===== config.mk =====
export PLATFORM = sky130hd
export DESIGN_NAME = load_mem_issue
export DESIGN_NICKNAME = d
export VERILOG_FILES = /design/src/rtl/load_mem_issue.sv
export SDC_FILE = /design/constraint.sdc
export NUM_CORES = 1
export LEC_CHECK = 0
export CAP_MARGIN = 0
export CORE_MARGIN = 10
export CORE_UTILIZATION = 40
export CTS_BUF_LIST = sky130_fd_sc_hd__clkbuf_4 sky130_fd_sc_hd__clkbuf_8 sky130_fd_sc_hd__clkbuf_16
export CTS_CLUSTER_SIZE = 40
export DETAILED_ROUTE_END_ITERATION = 6
export PLACE_DENSITY = 0.76
export SETUP_SLACK_MARGIN = 0.2
export SYNTH_ARGS = -nofsm -noshare
export SYNTH_HDL_FRONTEND = slang
export SYNTH_SLANG_ARGS = --single-unit
export TNS_END_PERCENT = 50

===== constraint.sdc =====
create_clock -name clock_i -period 1.9 [get_ports clock_i]
set_input_delay 0.38 -clock clock_i [delete_from_list [all_inputs] [get_ports clock_i]]
set_output_delay 0.38 -clock clock_i [all_outputs]
set_load 0.1 [all_outputs]

===== src/rtl/load_mem_issue.sv =====
// Load memory issue stage.
// Takes the oldest load from the load queue head once its address is resolved. It issues a
// tagged 64-bit read on the proc2mem/mem2proc bus and waits for the matching tag. It then
// extracts and sign/zero-extends the requested byte/half/word and holds the result on the CDB
// until it is granted. On grant it pulses lq_retire_o so the load queue pops its head.
//
// Ports:
//   clock_i, reset_i         clock and synchronous active-high reset
//   lq_head_*_i              oldest load: valid, resolved, address, dest tag, size, unsigned
//   flush_i                  pipeline flush; drops the current load
//   proc2mem_command_o/addr  read request (BUS_LOAD, 8-byte aligned address)
//   mem2proc_response_i      accepted-request tag, 0 = rejected
//   mem2proc_data_i/tag_i    returning doubleword and its tag, tag 0 = none
//   cdb_valid/value/prf_idx  result broadcast; cdb_grant_i accepts it
//   lq_retire_o              one-cycle pop of the load queue head
//   busy_o                   stage is not idle
module load_mem_issue #(
  parameter int unsigned XLEN        = 32,
  parameter int unsigned PRF_IDX_LEN = 6,
  parameter int unsigned MEM_TAG_LEN = 4
) (
  input  logic                   clock_i,
  input  logic                   reset_i,
  input  logic                   lq_head_valid_i,
  input  logic                   lq_head_resolved_i,
  input  logic [XLEN-1:0]        lq_head_address_i,
  input  logic [PRF_IDX_LEN-1:0] lq_head_prf_idx_i,
  input  logic [1:0]             lq_head_size_i,
  input  logic                   lq_head_unsigned_i,
  input  logic                   flush_i,
  output logic [1:0]             proc2mem_command_o,
  output logic [XLEN-1:0]        proc2mem_addr_o,
  input  logic [MEM_TAG_LEN-1:0] mem2proc_response_i,
  input  logic [63:0]            mem2proc_data_i,
  input  logic [MEM_TAG_LEN-1:0] mem2proc_tag_i,
  output logic                   cdb_valid_o,
  output logic [XLEN-1:0]        cdb_value_o,
  output logic [PRF_IDX_LEN-1:0] cdb_prf_idx_o,
  input  logic                   cdb_grant_i,
  output logic                   lq_retire_o,
  output logic                   busy_o
);

  localparam logic [1:0] BusNone = 2'd0;
  localparam logic [1:0] BusLoad = 2'd1;

  typedef enum logic [2:0] {StIdle, StReq, StWait, StDone, StDrain} state_e;

  state_e                 state_q, state_d;
  logic [XLEN-1:0]        addr_q, addr_d;
  logic [PRF_IDX_LEN-1:0] prf_q, prf_d;
  logic [1:0]             size_q, size_d;
  logic                   unsigned_q, unsigned_d;
  logic [MEM_TAG_LEN-1:0] tag_q, tag_d;
  logic [63:0]            data_q, data_d;

  logic tag_match;
  assign tag_match = (mem2proc_tag_i != '0) && (mem2proc_tag_i == tag_q);

  always_comb begin
    state_d    = state_q;
    addr_d     = addr_q;
    prf_d      = prf_q;
    size_d     = size_q;
    unsigned_d = unsigned_q;
    tag_d      = tag_q;
    data_d     = data_q;
    case (state_q)
      StIdle: begin
        if (!flush_i && lq_head_valid_i && lq_head_resolved_i) begin
          state_d    = StReq;
          addr_d     = lq_head_address_i;
          prf_d      = lq_head_prf_idx_i;
          size_d     = lq_head_size_i;
          unsigned_d = lq_head_unsigned_i;
        end
      end
      StReq: begin
        if (mem2proc_response_i != '0) begin
          tag_d = mem2proc_response_i;
          // An accepted request under flush still owns a tag; drain it so it is not
          // mistaken for the reply of a later load.
          state_d = flush_i ? StDrain : StWait;
        end else if (flush_i) begin
          state_d = StIdle;
        end
      end
      StWait: begin
        if (tag_match) begin
          if (flush_i) begin
            state_d = StIdle;
          end else begin
            data_d  = mem2proc_data_i;
            state_d = StDone;
          end
        end else if (flush_i) begin
          state_d = StDrain;
        end
      end
      StDone: begin
        // Flush beats grant: the result is dropped and the head is not retired.
        if (flush_i || cdb_grant_i) state_d = StIdle;
      end
      StDrain: begin
        if (tag_match) state_d = StIdle;
      end
      default: state_d = StIdle;
    endcase
  end

  always_ff @(posedge clock_i) begin
    if (reset_i) begin
      state_q    <= StIdle;
      addr_q     <= '0;
      prf_q      <= '0;
      size_q     <= '0;
      unsigned_q <= 1'b0;
      tag_q      <= '0;
      data_q     <= '0;
    end else begin
      state_q    <= state_d;
      addr_q     <= addr_d;
      prf_q      <= prf_d;
      size_q     <= size_d;
      unsigned_q <= unsigned_d;
      tag_q      <= tag_d;
      data_q     <= data_d;
    end
  end

  // Field extraction from the latched doubleword; low address bits inside the field are ignored.
  logic [31:0]     word_f;
  logic [15:0]     half_f;
  logic [7:0]      byte_f;
  logic [XLEN-1:0] ext_value;

  always_comb begin
    word_f = data_q[{addr_q[2], 5'b0} +: 32];
    half_f = data_q[{addr_q[2:1], 4'b0} +: 16];
    byte_f = data_q[{addr_q[2:0], 3'b0} +: 8];
    case (size_q)
      2'd0:    ext_value = unsigned_q ? XLEN'(byte_f) : XLEN'($signed(byte_f));
      2'd1:    ext_value = unsigned_q ? XLEN'(half_f) : XLEN'($signed(half_f));
      default: ext_value = unsigned_q ? XLEN'(word_f) : XLEN'($signed(word_f));
    endcase
  end

  assign proc2mem_command_o = (state_q == StReq) ? BusLoad : BusNone;
  assign proc2mem_addr_o    = (state_q == StReq) ? {addr_q[XLEN-1:3], 3'b000} : '0;
  assign cdb_valid_o        = (state_q == StDone);
  assign cdb_value_o        = (state_q == StDone) ? ext_value : '0;
  assign cdb_prf_idx_o      = (state_q == StDone) ? prf_q : '0;
  assign lq_retire_o        = (state_q == StDone) && cdb_grant_i && !flush_i;
  assign busy_o             = (state_q != StIdle);

endmodule


# ---- Word level (Yosys, flattened, before mapping)
# Index checks and enable logic that the tools add are counted.
# W data, S select, Z words.
dict set report classes {
  n_bitwise 1
  n_shift 3
  n_addsub 0
  magnitude_cmp 0
  eq_ne 11
  mul 0
  n_div 0
  muxes 17
  n_reduce_logical 16
}
# op n
set op_table {}
lappend op_table {{$mux W32} 4}
lappend op_table {{$pmux W32 S2} 1}
lappend op_table {{$shiftx A64 B7 Y16} 1}
lappend op_table {{$shiftx A64 B7 Y32} 1}
lappend op_table {{$shiftx A64 B7 Y8} 1}
lappend op_table {{$mux W3} 8}
lappend op_table {{$pmux W3 S5} 1}
lappend op_table {{$reduce_bool A4 Y1} 2}
lappend op_table {{$eq A3 B2 Y1 const B} 2}
lappend op_table {{$mux W6} 1}
lappend op_table {{$ne A3 B3 Y1 const B} 2}
lappend op_table {{$logic_and A1 B1 Y1} 5}
lappend op_table {{$reduce_and A5 Y1} 1}
lappend op_table {{$eq A4 B4 Y1} 1}
lappend op_table {{$ne A2 B2 Y1 const B} 2}
lappend op_table {{$reduce_and A2 Y1} 2}
lappend op_table {{$eq A3 B1 Y1 const B} 1}
lappend op_table {{$eq A3 B3 Y1 const B} 1}
lappend op_table {{$logic_not A3 Y1} 1}
lappend op_table {{$reduce_and A3 Y1} 1}
lappend op_table {{$reduce_bool A3 Y1} 1}
lappend op_table {{$eq A2 B1 Y1 const B} 1}
lappend op_table {{$logic_not A2 Y1} 1}
lappend op_table {{$mux W2} 1}
lappend op_table {{5 further kinds} 5}
dict set report totals {
  register_bits 112
  latch_bits 0
  wordCells 55
  rom_bits 0
  output_inout_bits 75
  mem_bits_rw 0
  inputBits 119
  n_memories 0
}

# ---- Logic depth before layout (Yosys ltp)
# Gate-level depths: netlist of run 1.
dict set report logic_depth {
  depth_word 5
  depth_mapped 8
  depth_no_buf 5
}

# ---- Worst setup path after synthesis of run 1
# OpenSTA, ideal clock, no wires.
dict set report synth_timing {
  path_kind {flip-flop to output port}
  start {reg addr_q[2]}
  end {out cdb_value_o[7]}
  path_slack_ns -1.787
  stages_incl_launch_ff 6
  required_time_ns 1.520
  n_path_buf 3
  arrival_ns 3.307
  path_cell_list {dfxtp_1 -> buf_6 -> buf_2 -> buf_2 -> a211oi_1 -> a211oi_1}
}
dict set report synth_via {
  elab_chain_len 4
  word_cells_on_any_way 7
  classes_between {3 x shift; 4 x mux}
}
# item line
set synth_rtl {}
lappend synth_rtl {{start, declared} 50} ;# logic [XLEN-1:0] addr_q, addr_d;
lappend synth_rtl {{start signal, assigned} 122} ;# addr_q <= addr_d;
lappend synth_rtl {{$shiftx A64 B7 Y16 / $shiftx A64 B7 Y8 (equally long branches)} {139, 140}}
lappend synth_rtl {{$mux W32, on equally long branches} {143, 142}}
lappend synth_rtl {{$pmux W32 S2 *} 141} ;# case (size_q)
lappend synth_rtl {{$mux W32 *} 151} ;# assign cdb_value_o = (state_q == StDone) ? ext_value : '0;
lappend synth_rtl {{end, declared} 37} ;# output logic [XLEN-1:0] cdb_value_o,
# Every way passes the cells marked *; elsewhere a longest branch is shown, timed or not.

# ---- Worst setup path in the final report of run 1
dict set report layout_timing {
  start {reg addr_q[1]}
  end {out cdb_value_o[11]}
}
# The elaborated chain is that of the path after synthesis.

==> results of run 1 <==
[state kept, by name, indices dropped and copies added, names as in the netlist]
register,count
data_q,64
state_q,3
unsigned_q,1
prf_q,6
addr_q,32
size_q,2
tag_q,4
[area by class of cell]
cell class / instances / area [um2] / area share [%]
repair buffers: 281 / 3790 / 37.2
multi-input cells: 530 / 3610 / 35.4
flip-flops and latches: 112 / 2260 / 22.1
clock buffers: 9 / 225 / 2.21
well taps: 176 / 220 / 2.16
clock inverters: 6 / 61.3 / 0.601
inverters: 7 / 33.8 / 0.331
[where the power goes]
group	total, uW	leakage, uW	internal [uW]	switching, uW
sequential	2470	0.000908	2410	58.3
clock	1890	0.000141	1010	881
combinational	1570	0.00272	820	750
[timing repair]
item                       4_1_cts  5_1_grt
resized for setup               65       68
cloned                           5        5
setup buffers                   10       17
pin swaps                       36       20
setup endpoints to repair      132      141
[cells by family (layout without fill, tap and decap cells)]
family / count (synthesis) / count (layout) / synth area share [%]
and+or+nand+nor: 310 / 310 / 24.6
AOI/OAI and AO/OA: 169 / 169 / 17.9
DFF: 112 / 112 / 41.9
buffers and inverters: 64 / 303 / 5.84
muxes: 43 / 43 / 9.02
xor gates and xnor gates: 4 / 4 / 0.654
other: 1 / 4 / 0.0700
[through the flow]
| stage | total power [uW] | setup slack, ns |
|---|---|---|
| floorplan | 3140 | -0.384 |
| global placement | 3610 | -0.258 |
| detailed placement | 3630 | -0.292 |
| CTS | 5750 | -0.602 |
| global route | 6120 | -0.706 |
| finish | 5930 | -0.609 |
[layer usage]
layer | track usage (%) | part of all wire, % | routed length, um | vias to the layer above
met5 | 0 | 0 | 0 | -
met2 | 36.9 | 49 | 11000 | 256
met1 | 24.1 | 37 | 8240 | 2798
met3 | 10.8 | 11 | 2530 | 38
li1 | - | - | - | 2803
met4 | 5.50 | 2.3 | 515 | 0
[worst max-delay path: stages (launching register included)]
cell	delay, ns
sky130_fd_sc_hd__dfxtp_2	0.35
sky130_fd_sc_hd__mux4_2	0.36
sky130_fd_sc_hd__mux2i_1	0.08
sky130_fd_sc_hd__or4_4	0.45
sky130_fd_sc_hd__buf_12	0.18
sky130_fd_sc_hd__a21oi_4	0.15
sky130_fd_sc_hd__buf_12	0.19
[Yosys cell counts (all sizes together), types with 2 or more instances]
| cell | count |
|---|---|
| and2 | 35 |
| xor2 | 4 |
| mux4 | 2 |
| o21a | 8 |
| clkbuf | 25 |
| a211oi | 3 |
| a22oi | 12 |
| and3 | 2 |
| nand3b | 2 |
| mux2 | 16 |
| mux2i | 25 |
| nor3 | 3 |
| nor3b | 2 |
| nor2 | 33 |
| o21ai | 10 |
| nor4 | 2 |
| buf | 31 |
| nand2 | 222 |
| a21oi | 129 |
| dfxtp | 112 |
| inv | 7 |
| nand2b | 4 |
[cell usage in the layout (no fill, tap or decap), types with 20 or more instances in the layout]
cell	synthesis	final
sky130_fd_sc_hd__nand2_1	222	206
sky130_fd_sc_hd__clkdlybuf4s50_1	0	116
sky130_fd_sc_hd__dfxtp_1	112	107
sky130_fd_sc_hd__a21oi_1	121	90
sky130_fd_sc_hd__buf_12	0	89
sky130_fd_sc_hd__buf_4	6	46
sky130_fd_sc_hd__and2_4	0	31
sky130_fd_sc_hd__a21oi_2	8	23
sky130_fd_sc_hd__nor2_1	33	20
[worst paths after layout]
| path | from | end | slack [ns] | depth (start not counted) |
|---|---|---|---|---|
| min reg2reg | data_q[62] | data_q[62] | 0.45 | 2 |
| min | reset_i | addr_q[6] | 0.37 | 2 |
| max | addr_q[1] | cdb_value_o[11] | -0.61 | 6 |
| max reg2reg | state_q[0] | state_q[2] | 0.05 | 10 |
==> impl_metrics.prom, run 1 <==
# TYPE chip_impl_metric gauge
chip_impl_metric{name="maxCapViolations",unit=""} 0
chip_impl_info{name="clockRootBuffer",value="sky130_fd_sc_hd__clkbuf_16"} 1
chip_impl_metric{name="antenna_found_initial",unit=""} 0
chip_impl_metric{name="cp_max_fanout",unit=""} 8
chip_impl_metric{name="tns",unit="ns"} -22.50
chip_impl_metric{name="final_max_slew_viol_count",unit=""} 0
chip_impl_metric{name="gp_routability_congestion",unit=""} 0.873
chip_impl_metric{name="die-height",unit="um"} 136
chip_impl_metric{name="cp.arrival",unit="ns"} 2.13
chip_impl_metric{name="powerDensity",unit="nW/um2"} 581
chip_impl_metric{name="yosysSeqAreaShare",unit="%"} 41.9
chip_impl_metric{name="hold_violations",unit=""} 0
chip_impl_info{name="synth_top_area_cell",value="sky130_fd_sc_hd__dfxtp_1"} 1
chip_impl_metric{name="setup_violations",unit=""} 63
chip_impl_metric{name="final_antenna_net_count",unit=""} 0
chip_impl_metric{name="synth_enable_flop_cells",unit=""} 0
chip_impl_metric{name="finalCoreUtilization",unit="%"} 77.3
chip_impl_metric{name="cts_htree_levels",unit=""} 3
chip_impl_metric{name="first_global_vias",unit=""} 5876
chip_impl_metric{name="cts-buffers-inserted",unit=""} 9
chip_impl_metric{name="synthesis.instances",unit=""} 703
chip_impl_metric{name="wire_per_inst",unit="um"} 19.9
chip_impl_metric{name="syn_area",unit="um2"} 5360
chip_impl_metric{name="grt_first_pass_wirelength",unit="um"} 32100
chip_impl_metric{name="design.die.area",unit="um2"} 18400
chip_impl_metric{name="n_fill_cell",unit=""} 840
chip_impl_metric{name="row_count",unit=""} 42
chip_impl_metric{name="largest_net_degree_at_the_start_of_global_routing",unit=""} 71
chip_impl_metric{name="floorplan.initialDensity",unit="%"} 40.6
chip_impl_metric{name="areaGrowthSynthToFinish",unit="%"} 90.4
chip_impl_info{name="cts_tree",value="yes"} 1
chip_impl_metric{name="synth.lib_cells_used.distinct",unit=""} 46
chip_impl_info{name="endpoint_kind",value="primary output"} 1
chip_impl_metric{name="whs",unit="ns"} 0.368
chip_impl_metric{name="clkLatencyLatePin",unit="ns"} 0.36
chip_impl_metric{name="final_design_area_no_fill",unit="um2"} 10200
chip_impl_info{name="ys_top_cells_by_area",value="sky130_fd_sc_hd__dfxtp_1 (42%), sky130_fd_sc_hd__nand2_1 (16%), sky130_fd_sc_hd__a21oi_1 (11%)"} 1
chip_impl_metric{name="groute.usage.overall",unit="%"} 21.9
chip_impl_metric{name="numPlacedInstances",unit=""} 1069
chip_impl_metric{name="cts_hold_buf",unit=""} 0
chip_impl_metric{name="worst_setup_hold_path_clk_slew",unit="ns"} 0.08
chip_impl_metric{name="final_layout_size_suffix_gt1_share",unit="%"} 36.9
chip_impl_metric{name="synthArstFlopShare",unit="%"} 0
chip_impl_metric{name="globalRoute.totalOverflow",unit=""} 0
chip_impl_metric{name="design.portCount",unit=""} 194
chip_impl_metric{name="worst-endpoint-required",unit="ns"} 1.52
chip_impl_metric{name="clkSinkCount",unit=""} 112
chip_impl_metric{name="max-clock-path-buffers",unit=""} 2
chip_impl_info{name="path_class",value="register to primary output"} 1
chip_impl_metric{name="detail_route.vias_per_cell",unit=""} 5.26
chip_impl_metric{name="drt-total-wl",unit="um"} 22300
chip_impl_metric{name="finish.cell_count_without_fillers",unit=""} 1121
chip_impl_metric{name="antenna_cells",unit=""} 0
chip_impl_metric{name="drc_markers",unit=""} 0
chip_impl_info{name="setup.worst_path.start_class",value="register"} 1
chip_impl_metric{name="fmax",unit="MHz"} 399
chip_impl_info{name="failing_checks",value="negative setup slack"} 1
chip_impl_metric{name="dr.pass1.iters",unit=""} 5
chip_impl_metric{name="die_w",unit="um"} 136
chip_impl_info{name="rsz0062_at_grt",value="true"} 1
chip_impl_metric{name="io_buffers",unit=""} 189
chip_impl_metric{name="vias",unit=""} 5895
chip_impl_metric{name="synth.avg_cell_area",unit="um2"} 7.62
chip_impl_metric{name="core-area",unit="um2"} 13200
chip_impl_metric{name="timing.clock.skew",unit="ns"} 0.00649
chip_impl_info{name="outcome",value="complete, but fails checks"} 1
chip_impl_metric{name="layout_worst_path_cycle_share",unit="%"} 132
chip_impl_metric{name="synth_top_cell_area_share",unit="%"} 41.9
chip_impl_metric{name="dp_hpwl",unit="um"} 14700
chip_impl_metric{name="final.setup.worst_slack",unit="ns"} -0.609
chip_impl_info{name="synth_ff_type",value="sky130_fd_sc_hd__dfxtp_1"} 1
chip_impl_metric{name="synth-seq-cells",unit=""} 112
chip_impl_metric{name="dr.first_iter.drc_count",unit=""} 424
chip_impl_metric{name="final_nets",unit=""} 1060
chip_impl_metric{name="synthesis.yosys.warnings",unit=""} 0
chip_impl_metric{name="static-leakage-power",unit="uW"} 0.00376
chip_impl_metric{name="power.ir.vdd_worst",unit="mV"} 0.624
chip_impl_metric{name="dpl_cell_area",unit="um2"} 8970
chip_impl_metric{name="period_minus_slack",unit="ns"} 2.51
chip_impl_info{name="hp-class",value="input port to register"} 1
(Power assumes the default switching activity.)
==> inputs of run 2 (changes only) <==
- CTS_BUF_LIST: sky130_fd_sc_hd__clkbuf_4 sky130_fd_sc_hd__clkbuf_8 sky130_fd_sc_hd__clkbuf_16 -> default
==> results of run 2 <==
Final layout, timing and power as in run 1 (identical DEF).
==> inputs of run 3 (changes only) <==
- GPL_TIMING_DRIVEN: default -> 0
- SETUP_SLACK_MARGIN: 0.2 -> default
==> run 3 against run 2 <==
The run still ends with negative setup slack left. Combinational power shrank 18%. Largest power group unchanged. Routed wire length shrank 4.9%. Total power shrank 4.6%. Clock skew shrank 0.0016 ns. First-iteration DRC count shrank 9.2%. Via count shrank 2.5%. Critical path depth is the same. Cell area shrank 6.3%. Final cell count grew 0.45%. Die area is the same.
==> impl_metrics.prom, run 3 (synthesis results as in run 1) <==
# TYPE chip_impl_metric gauge
chip_impl_metric{name="power.share.combinational",unit="%"} 22.9
chip_impl_info{name="crit_path_top_delay_cell",value="sky130_fd_sc_hd__or4_4"} 1
chip_impl_metric{name="antenna_found_initial",unit=""} 0
chip_impl_metric{name="areaGrowthSynthToFinish",unit="%"} 78.5
chip_impl_info{name="cp-startpoint",value="addr_q[1]"} 1
chip_impl_metric{name="power.ir.vdd_worst",unit="mV"} 0.625
chip_impl_metric{name="antenna_cells",unit=""} 0
chip_impl_metric{name="groute.usage.overall",unit="%"} 21.5
chip_impl_metric{name="final_antenna_net_count",unit=""} 0
chip_impl_info{name="outcome",value="complete, but fails checks"} 1
chip_impl_metric{name="post-layout-total-power",unit="uW"} 5660
chip_impl_metric{name="dpl_cell_area",unit="um2"} 7820
chip_impl_metric{name="finalCoreUtilization",unit="%"} 72.5
chip_impl_info{name="hp-class",value="register to register"} 1
chip_impl_metric{name="pwr-share-seq",unit="%"} 43.3
chip_impl_metric{name="dr.pass1.iters",unit=""} 5
chip_impl_info{name="rsz0062_at_grt",value="true"} 1
chip_impl_metric{name="grt_first_pass_wirelength",unit="um"} 30900
chip_impl_info{name="cpMostUsedCell",value="sky130_fd_sc_hd__buf_12"} 1
chip_impl_metric{name="vias",unit=""} 5746
chip_impl_metric{name="slew_headroom",unit="%"} 62.1
chip_impl_info{name="beginning_of_the_worst_register_to_register_path",value="state_q[2]"} 1
chip_impl_info{name="setup.worst_path.start_class",value="register"} 1
chip_impl_metric{name="design.die.area",unit="um2"} 18400
chip_impl_metric{name="hold_violations",unit=""} 0
chip_impl_metric{name="layout_worst_path_cycle_share",unit="%"} 134
chip_impl_info{name="crit_path_cell_trace",value="mux4_2 -> mux2i_1 -> or4_4 -> buf_12 -> a21oi_4 -> buf_12"} 1
chip_impl_metric{name="globalRouteMet1Util",unit="%"} 23.0
chip_impl_metric{name="power_report.internal_total",unit="uW"} 4080
chip_impl_info{name="layout.cells.most_common_list",value="sky130_fd_sc_hd__nand2_1 (221), sky130_fd_sc_hd__clkdlybuf4s50_1 (117), sky130_fd_sc_hd__a21oi_1 (112)"} 1
chip_impl_metric{name="dr.first_iter.drc_count",unit=""} 385
chip_impl_metric{name="clkSinkCount",unit=""} 112
chip_impl_metric{name="gp_routability_congestion",unit=""} 0.924
chip_impl_metric{name="static-leakage-power",unit="uW"} 0.00359
chip_impl_metric{name="final_design_area_no_fill",unit="um2"} 9560
chip_impl_metric{name="worst-endpoint-required",unit="ns"} 1.52
chip_impl_metric{name="die_w",unit="um"} 136
chip_impl_metric{name="n_fill_cell",unit=""} 984
chip_impl_info{name="cts_tree",value="yes"} 1
chip_impl_metric{name="largest_net_degree_at_the_start_of_global_routing",unit=""} 17
chip_impl_metric{name="wire_per_inst",unit="um"} 18.8
chip_impl_metric{name="cts_htree_levels",unit=""} 3
chip_impl_metric{name="dp_hpwl",unit="um"} 14700
chip_impl_metric{name="final_max_slew_viol_count",unit=""} 0
chip_impl_info{name="layout_commonest_cell",value="sky130_fd_sc_hd__nand2_1"} 1
chip_impl_metric{name="maxCapViolations",unit=""} 0
chip_impl_metric{name="worst_setup_hold_path_clk_slew",unit="ns"} 0.07
chip_impl_metric{name="clkLatencyLatePin",unit="ns"} 0.35
chip_impl_metric{name="power.share.clock",unit="%"} 33.9
chip_impl_metric{name="drt-total-wl",unit="um"} 21200
chip_impl_metric{name="critical_path_buf_inv_count",unit=""} 2
chip_impl_metric{name="core-area",unit="um2"} 13200
chip_impl_metric{name="first_global_vias",unit=""} 5703
chip_impl_metric{name="io_buffers",unit=""} 189
chip_impl_metric{name="grt_use_met2",unit="%"} 37.4
chip_impl_metric{name="power.share.switching",unit="%"} 27.9
chip_impl_metric{name="grt_util_met3",unit="%"} 10.6
chip_impl_info{name="worst_path_dominant_cell_family",value="multiplexers"} 1
chip_impl_info{name="failing_checks",value="negative setup slack"} 1
chip_impl_info{name="gr-max-usage-layer",value="met2"} 1
chip_impl_metric{name="floorplan.initialDensity",unit="%"} 40.6
chip_impl_info{name="hold_path_startpoint",value="data_q[27]"} 1
chip_impl_metric{name="globalRoute.totalOverflow",unit=""} 0
chip_impl_metric{name="timing.clock.skew",unit="ns"} 0.00486
chip_impl_metric{name="final_layout_size_suffix_gt1_share",unit="%"} 30.3
chip_impl_info{name="endpoint_kind",value="primary output"} 1
chip_impl_metric{name="largest_register_ff_count",unit=""} 64
chip_impl_metric{name="powerDensity",unit="nW/um2"} 592
chip_impl_metric{name="worst_pin_slew",unit="ns"} 0.568
chip_impl_info{name="path_class",value="register to primary output"} 1
chip_impl_metric{name="numPlacedInstances",unit=""} 1071
chip_impl_metric{name="final_nets",unit=""} 1065
chip_impl_metric{name="setup_violations",unit=""} 62
chip_impl_metric{name="finish.cell_count_without_fillers",unit=""} 1126
chip_impl_metric{name="fmax",unit="MHz"} 393
chip_impl_metric{name="design.portCount",unit=""} 194
chip_impl_metric{name="p_switching",unit="uW"} 1580
chip_impl_metric{name="final.setup.worst_slack",unit="ns"} -0.642
chip_impl_info{name="clockRootBuffer",value="sky130_fd_sc_hd__clkbuf_16"} 1
chip_impl_info{name="largest_reg_by_ff_count",value="data_q"} 1
chip_impl_metric{name="cts-buffers-inserted",unit=""} 9
chip_impl_metric{name="die-height",unit="um"} 136
chip_impl_metric{name="period_minus_slack",unit="ns"} 2.54
chip_impl_metric{name="slowest_delay",unit="ns"} 0.43
chip_impl_metric{name="detail_route.vias_per_cell",unit=""} 5.10
chip_impl_metric{name="cp.arrival",unit="ns"} 2.16
chip_impl_metric{name="drc_markers",unit=""} 0
chip_impl_info{name="reg.largest.list",value="data_q x64, addr_q x32, prf_q x6"} 1
chip_impl_metric{name="cts_hold_buf",unit=""} 0
chip_impl_metric{name="row_count",unit=""} 42
chip_impl_metric{name="cp_max_fanout",unit=""} 8
chip_impl_metric{name="max-clock-path-buffers",unit=""} 2
## run 3: cell count changes in the layout (fill, tap and decap cells not counted), sizes merged
cell           delta
buf              -17
clkbuf           +23
clkdlybuf4s25     +1
clkdlybuf4s50     +1
clkinv            -3
## run 3: layer usage
layer | up-vias | share of wire (%)
met5 | - | 0
met4 | 0 | 1.6
met3 | 24 | 11
met2 | 245 | 50
met1 | 2662 | 37
li1 | 2815 | -
## run 3: stage by stage
step / hold WS (ns) / setup TNS [ns] / worst slack, ns
after floorplan: 0.428 / -12.73 / -0.384
after global placement: 0.435 / -116.52 / -1.18
after detailed placement: 0.440 / -118.89 / -1.23
after CTS: 0.450 / -21.37 / -0.613
after global routing: 0.466 / -26.28 / -0.700
final: 0.453 / -21.92 / -0.642
## run 3: area by class of cell
| class | count | area, um2 | area share, % |
|---|---|---|---|
| tap | 176 | 220 | 2.30 |
| sequential | 112 | 2250 | 23.6 |
| buffer | 56 | 459 | 4.80 |
| clock buffer | 12 | 246 | 2.58 |
| inverter | 7 | 33.8 | 0.353 |
| timing repair buffer | 230 | 2950 | 30.9 |
| clock inverter | 3 | 42.5 | 0.445 |
| multi-input combinational | 530 | 3350 | 35.0 |
## run 3: worst paths after layout
kind	slack, ns	cells past startpoint	endpoint
worst max-delay path	-0.64	6	cdb_value_o[9]
worst min-delay path	0.45	2	data_q[27]
worst max register to register	0.11	9	state_q[0]
worst min register to register	0.45	2	data_q[27]
## run 3: worst reg2reg max path, cell delays in order, from the launching register on
cell and delay (ns):
sky130_fd_sc_hd__dfxtp_4 0.36, sky130_fd_sc_hd__buf_6 0.12, sky130_fd_sc_hd__nor3b_4 0.21, sky130_fd_sc_hd__buf_6 0.17, sky130_fd_sc_hd__buf_6 0.12, sky130_fd_sc_hd__buf_4 0.13, sky130_fd_sc_hd__a2bb2oi_1 0.06, sky130_fd_sc_hd__nor2_1 0.21
sky130_fd_sc_hd__a221oi_1 0.11, sky130_fd_sc_hd__a22o_1 0.20
## run 3: power groups by stage
stage / registers [uW] / clock network (uW) / logic, uW
floorplan: 2490 / 0 / 608
finish: 2450 / 1920 / 1290
CTS: 2450 / 1920 / 1160
detailed placement: 2500 / 0 / 1010
global placement: 2500 / 0 / 1010
global route: 2460 / 2030 / 1370
## run 3: timing repair
item                                    CTS  global route
gates cloned                              1             4
resized for setup                       696            67
endpoints found under the setup margin  165           160
pin swaps                                 8            30
setup buffers                            15            21
